$ cat config.mk
export PLATFORM = sky130hd
export DESIGN_NAME = br_flow_checks_monitor
export DESIGN_NICKNAME = d
export VERILOG_FILES = /design/src/rtl/br_flow_checks_monitor.sv
export SDC_FILE = /design/constraint.sdc
export NUM_CORES = 1
export LEC_CHECK = 0
export BUFFER_PORTS_ARGS = -buffer_cell sky130_fd_sc_hd__buf_4
export CAP_MARGIN = 20
export CORE_ASPECT_RATIO = 0.75
export CORE_MARGIN = 2
export CORE_UTILIZATION = 45
export DETAILED_ROUTE_END_ITERATION = 16
export HOLD_SLACK_MARGIN = 0.15
export PLACE_DENSITY = 0.67
export SYNTH_ARGS = -nofsm -noshare
export SYNTH_HDL_FRONTEND = slang
export SYNTH_SLANG_ARGS = --single-unit
$ cat constraint.sdc
create_clock -name clk -period 4.1 [get_ports clk]
set_input_delay 0.615 -clock clk [delete_from_list [all_inputs] [get_ports clk]]
set_output_delay 0.615 -clock clk [all_outputs]
set_load 0.01 [all_outputs]
$ cat src/rtl/br_flow_checks_monitor.sv
// Purpose: passive protocol monitor for NumFlows ready-valid flows, with sticky stability/stall errors and per-flow statistics.
// Latency: each event shows on the registered outputs one cycle after the cycle it occurs in; any_error is combinational from the flags.
// Backpressure: never drives valid, ready or data. It only watches valid&!ready runs and does not influence them.
//
// Ports:
//   clk, rst           - single clock; synchronous active-high reset
//   valid/ready/data   - observed per-flow handshake and payload
//   clear              - one-cycle pulse that zeroes the error flags, xfer_count and max_stall
//   err_valid_drop     - sticky: valid fell while a transfer was pending
//   err_data_change    - sticky: data moved while a transfer was pending
//   err_stall_timeout  - sticky: backpressure lasted StallTimeout consecutive cycles
//   any_error          - OR of every error flag
//   xfer_count         - completed transfers per flow (wraps)
//   max_stall          - longest backpressure run per flow (saturating)
module br_flow_checks_monitor #(
    parameter int NumFlows                  = 1,
    parameter int Width                     = 1,
    parameter int EnableCheckValidStability = 1,
    parameter int EnableCheckDataStability  = 1,
    parameter int StallTimeout              = 0,
    parameter int StallWidth                = 8,
    parameter int CountWidth                = 16
) (
    input  logic                                 clk,
    input  logic                                 rst,
    input  logic [NumFlows-1:0]                  valid,
    input  logic [NumFlows-1:0]                  ready,
    input  logic [NumFlows-1:0][Width-1:0]       data,
    input  logic                                 clear,
    output logic [NumFlows-1:0]                  err_valid_drop,
    output logic [NumFlows-1:0]                  err_data_change,
    output logic [NumFlows-1:0]                  err_stall_timeout,
    output logic                                 any_error,
    output logic [NumFlows-1:0][CountWidth-1:0]  xfer_count,
    output logic [NumFlows-1:0][StallWidth-1:0]  max_stall
);

    // ------------------------------------------------------------------
    // Elaboration-time parameter checks
    // ------------------------------------------------------------------
    if (NumFlows < 1) begin : g_bad_num_flows
        $error("br_flow_checks_monitor: NumFlows must be at least 1");
    end
    if (Width < 1) begin : g_bad_width
        $error("br_flow_checks_monitor: Width must be at least 1");
    end
    if (StallWidth < 1) begin : g_bad_stall_width
        $error("br_flow_checks_monitor: StallWidth must be at least 1");
    end
    if (CountWidth < 1) begin : g_bad_count_width
        $error("br_flow_checks_monitor: CountWidth must be at least 1");
    end
    // Data stability is only meaningful while valid is held, so it needs the valid check.
    if ((EnableCheckDataStability != 0) && (EnableCheckValidStability == 0)) begin : g_bad_data_check
        $error("br_flow_checks_monitor: EnableCheckDataStability requires EnableCheckValidStability");
    end
    if ((StallTimeout < 0) ||
        ((StallWidth < 31) && (StallTimeout > (2 ** StallWidth) - 1))) begin : g_bad_timeout
        $error("br_flow_checks_monitor: StallTimeout must be 0 or 1..2^StallWidth-1");
    end

    typedef enum logic {
        IDLE    = 1'b0,
        PENDING = 1'b1
    } state_t;

    // ------------------------------------------------------------------
    // Per-flow checker; flows share nothing but clk/rst/clear.
    // ------------------------------------------------------------------
    for (genvar i = 0; i < NumFlows; i++) begin : g_flow
        state_t                state_q;
        state_t                state_d;
        logic [Width-1:0]      capture_q;
        logic [StallWidth-1:0] stall_q;
        logic [StallWidth-1:0] stall_d;
        logic [StallWidth-1:0] max_q;
        logic [StallWidth-1:0] max_d;
        logic [CountWidth-1:0] count_q;
        logic [CountWidth-1:0] count_d;
        logic [CountWidth-1:0] count_base;
        logic                  vdrop_q;
        logic                  vdrop_d;
        logic                  dchg_q;
        logic                  dchg_d;
        logic                  tout_q;
        logic                  tout_d;
        logic                  stall_cyc;
        logic                  xfer_cyc;
        logic                  drop_evt;
        logic                  chg_evt;
        logic                  tout_evt;

        always_comb begin
            state_d    = state_q;
            stall_cyc  = valid[i] & ~ready[i];
            xfer_cyc   = valid[i] & ready[i];
            drop_evt   = 1'b0;
            chg_evt    = 1'b0;
            stall_d    = '0;
            max_d      = max_q;
            count_base = count_q;
            count_d    = count_q;
            vdrop_d    = vdrop_q;
            dchg_d     = dchg_q;
            tout_d     = tout_q;

            case (state_q)
                IDLE: begin
                    if (stall_cyc) begin
                        state_d = PENDING;
                    end
                end
                PENDING: begin
                    // Stay only while still backpressured; transfer or drop both end the attempt.
                    if (!valid[i] || ready[i]) begin
                        state_d = IDLE;
                    end
                end
                default: state_d = IDLE;
            endcase

            if ((EnableCheckValidStability != 0) && (state_q == PENDING) && !valid[i]) begin
                drop_evt = 1'b1;
            end
            // Compared against the first backpressured beat, including on the accepting cycle.
            if ((EnableCheckDataStability != 0) && (state_q == PENDING) && valid[i] &&
                (data[i] != capture_q)) begin
                chg_evt = 1'b1;
            end

            if (stall_cyc) begin
                stall_d = (stall_q == '1) ? stall_q : stall_q + StallWidth'(1);
            end

            // Events win over a coincident clear: clear drops history, the event re-asserts.
            if (clear) begin
                max_d      = stall_d;
                count_base = '0;
            end else if (stall_d > max_q) begin
                max_d = stall_d;
            end
            count_d = xfer_cyc ? count_base + CountWidth'(1) : count_base;

            vdrop_d = (vdrop_q & ~clear) | drop_evt;
            dchg_d  = (dchg_q  & ~clear) | chg_evt;
            tout_d  = (tout_q  & ~clear) | tout_evt;
        end

        // Flag on the same edge the counter reaches the limit.
        if (StallTimeout != 0) begin : g_tout
            localparam logic [StallWidth-1:0] StallLimit = StallWidth'(StallTimeout);
            assign tout_evt = (stall_d >= StallLimit);
        end else begin : g_no_tout
            assign tout_evt = 1'b0;
        end

        always_ff @(posedge clk) begin
            if (rst) begin
                state_q <= IDLE;
                stall_q <= '0;
                max_q   <= '0;
                count_q <= '0;
                vdrop_q <= 1'b0;
                dchg_q  <= 1'b0;
                tout_q  <= 1'b0;
            end else begin
                state_q <= state_d;
                stall_q <= stall_d;
                max_q   <= max_d;
                count_q <= count_d;
                vdrop_q <= vdrop_d;
                dchg_q  <= dchg_d;
                tout_q  <= tout_d;
            end
        end

        // Capture is deliberately unreset: it is only read while PENDING,
        // and PENDING is only entered through a capture.
        always_ff @(posedge clk) begin
            if ((state_q == IDLE) && stall_cyc) begin
                capture_q <= data[i];
            end
        end

        data_known_a : assert property (@(posedge clk) disable iff (rst)
            valid[i] |-> !$isunknown(data[i]));

        assign err_valid_drop[i]    = vdrop_q;
        assign err_data_change[i]   = dchg_q;
        assign err_stall_timeout[i] = tout_q;
        assign xfer_count[i]        = count_q;
        assign max_stall[i]         = max_q;
    end

    assign any_error = (|err_valid_drop) | (|err_data_change) | (|err_stall_timeout);

endmodule

==> results.py <==
metrics = {
    "global_route": {
        "grt_pass1_wl_mm": 6.39,
        "grt_pass1_vias": 1380,
        "grt_usage": 0.177,
        "grt_max_degree": 22,
        "grt_remaining_overflow": 0,
        "antenna_found_initial": 0,
    },
    "pwr": {
        "powerDensity_nw_per_um2": 323,
        "worst_ir_drop_vdd_v": 0.000211,
        "p_leak_nw": 0.936,
    },
    "detailed_routing": {
        "routed_wl_mm": 3.80,
        "drt_iter0_drc": 45,
        "wl_per_cell_um": 12.5,
        "detail-route-antenna-nets": 0,
        "first_pass_iters": 4,
        "drc": 0,
        "vias_per_cell": 5.00,
        "num_vias": 1524,
    },
    "yosys": {
        "ys_warn_count": 0,
        "syn-cell-area_um2": 1840,
        "yosysSeqAreaShare": 0.408,
        "async_flop_share": 0,
        "syn_nets": 231,
        "synth.distinct_cells": 35,
        "synthCells": 215,
        "yosys_register_bits": 37,
        "synth-edff-count": 1,
        "synth_ff_type": "dfxtp_1",
        "syn_area_per_cell_um2": 8.56,
    },
    "floorplan": {
        "coreArea_um2": 3980,
        "dieHeight_um": 59.4,
        "rows": 20,
        "die_w_um": 77.8,
        "dieArea_um2": 4620,
        "start_util": 0.463,
        "io_pins": 34,
    },
    "timing": {
        "tightest_slew_ns": 0.595,
        "fin_ws_ns": 1.03,
        "fin_worst_skew_ns": 0.0121,
        "setup_viol": 0,
        "tns_ns": 0,
        "max_slew_margin": 0.604,
        "hold_viol": 0,
        "drv_slew": 0,
        "rsz0062_at_grt": "false",
        "fin_crit_ns": 3.07,
        "fmax_ghz": 0.325,
        "timing.final.crit_share": 0.750,
    },
    "clocking": {
        "cts_max_level": 2,
        "clock_path_buffers": 2,
        "post_cts_resized": 0,
        "clkSlewWorstSetupHoldPaths_ns": 0.08,
        "postCtsHoldBufs": 0,
        "worstSkewPairLatency_ns": 0.30,
        "cts_tree": "yes",
        "cts_buffers": 5,
        "cts.sinks": 37,
        "root_buffer": "clkbuf_8",
        "postCtsSetupBuffers": 0,
    },
    "layout": {
        "drive_above_1_share": 0.216,
        "syn2layout_area_growth_pct": 21.9,
        "fin_util": 0.564,
        "final_area_um2": 2240,
        "layout.cells.non_filler": 305,
        "num_antenna_cells": 0,
        "fin_nets": 265,
    },
    "worst_setup_path": {
        "worst_setup_path_start_kind": "flip-flop",
        "crit_fanout": 8,
        "critical_path_class": "flip-flop to flip-flop",
        "crit_path_end_kind": "flip-flop",
        "worst_ep_arrival_time_ns": 3.25,
        "cpPeakStageDelay_ns": 0.57,
        "r2r_slack_ns": 1.03,
        "crit_buf_inv": 0,
        "crit_family": "compound AO/OA/AOI/OAI gates",
        "required_ns": 4.28,
        "path_cells": "ha_1 > nand4_1 > nor2_1 > mux2i_1 > nor2_1 > ha_1 > nand4_2 > o31a_1 > a311oi_4 > mux2_2",
        "cp_slowest_cell": "a311oi_4",
    },
    "placement": {
        "placed_area_um2": 2130,
        "dp_slack_ns": 1.02,
        "gp_congestion": 0.822,
        "dp.cells": 297,
        "hpwl_mm": 2.82,
        "io_buffers": 33,
    },
    "flow_run": {
        "drv_cap": 0,
    },
    "min_path": {
        "hp-class": "flip-flop to flip-flop",
    },
    "status": {
        "status": "finished clean",
    },
}
## registers in the layout, summed over array words and instances (netlist names)
name               flops
err_data_change        1
xfer_count            16
g_flow.stall_q         8
max_stall              8
err_valid_drop         1
g_flow.capture_q       1
g_flow.state_q         1
err_stall_timeout      1
## power breakdown
part / total [mW] / switching (mW) / internal (mW)
clock: 0.318 / 0.136 / 0.182
sequential: 0.366 / 0.00255 / 0.364
combinational: 0.0414 / 0.0245 / 0.0169
## synth_stat cells (all sizes together) (5+ instances only)
library cell,count,area share
dfxtp,36,0.39
o21ai,6,0.016
a21oi,6,0.016
mux2,7,0.043
nand2,16,0.033
xor2,8,0.038
nor2b,5,0.017
nand3,13,0.035
nand4,6,0.024
inv,13,0.027
xnor2,8,0.038
and3,6,0.020
nor2,41,0.084
ha,10,0.068
## final timing paths
kind                                           start                end  cells past startpoint
worst max register to register  g_flow[0].stall_q[0]       max_stall[1]                     10
worst max-delay path            g_flow[0].stall_q[0]       max_stall[1]                     10
worst min-delay path               err_stall_timeout  err_stall_timeout                      2
worst min register to register     err_stall_timeout  err_stall_timeout                      2
## area by class of cell
class	count	area [µm²]
well taps	55	68.8
repair buffers	33	248
clock buffers	5	68.8
multi-input cells	159	1010
inverters	13	48.8
fillers	374	1740
clock inverters	3	46.3
flip-flops and latches	37	751
## worst reg2reg max path, delay by kind of cell (launching register included)
kind | cells | cell delay (ns)
AO/OA/AOI/OAI | 2 | 0.87
multiplexers | 2 | 0.64
AND/OR/NAND/NOR | 4 | 0.55
adder cells (fa/ha/maj) | 2 | 0.54
flip-flops | 1 | 0.36
## placed cells by master, fill, tap and decap left out, drive strengths merged, types with 4 or more instances in the layout
| cell | count |
|---|---|
| mux2 | 7 |
| clkbuf | 5 |
| nand4 | 6 |
| dfxtp | 36 |
| inv | 13 |
| a31oi | 4 |
| nor2 | 41 |
| xnor2 | 8 |
| nand3 | 13 |
| and2 | 4 |
| ha | 10 |
| o21ai | 6 |
| xor2 | 8 |
| and3 | 6 |
| nor2b | 5 |
| a21oi | 6 |
| nand2 | 16 |
| buf | 33 |
## kinds of logic (layout without fill, tap and decap cells)
| logic type | count (synthesis) | in the layout | synth area share |
|---|---|---|---|
| xor gates and xnor gates | 16 | 16 | 0.0761 |
| AOI/OAI and AO/OA | 22 | 22 | 0.0829 |
| buffers and inverters | 19 | 54 | 0.0422 |
| adders and majority gates | 10 | 10 | 0.0680 |
| and+or+nand+nor | 101 | 101 | 0.264 |
| DFF | 37 | 37 | 0.408 |
| muxes | 10 | 10 | 0.0591 |
## per-stage QoR
| stage | hold WS, ns | power [mW] |
|---|---|---|
| 3_3_place_gp | 0.429 | 0.416 |
| 3_5_place_dp | 0.434 | 0.416 |
| 2_1_floorplan | 0.460 | 0.402 |
| 6_report | 0.443 | 0.726 |
| 4_1_cts | 0.447 | 0.733 |
| 5_1_grt | 0.483 | 0.749 |
## layer usage
metal | share of wire | track usage
met5 | 0 | 0
met4 | 0.016 | 0.0663
met3 | 0.044 | 0.0457
met2 | 0.41 | 0.252
met1 | 0.53 | 0.256
No activity file was read; power rests on OpenSTA's default activity.
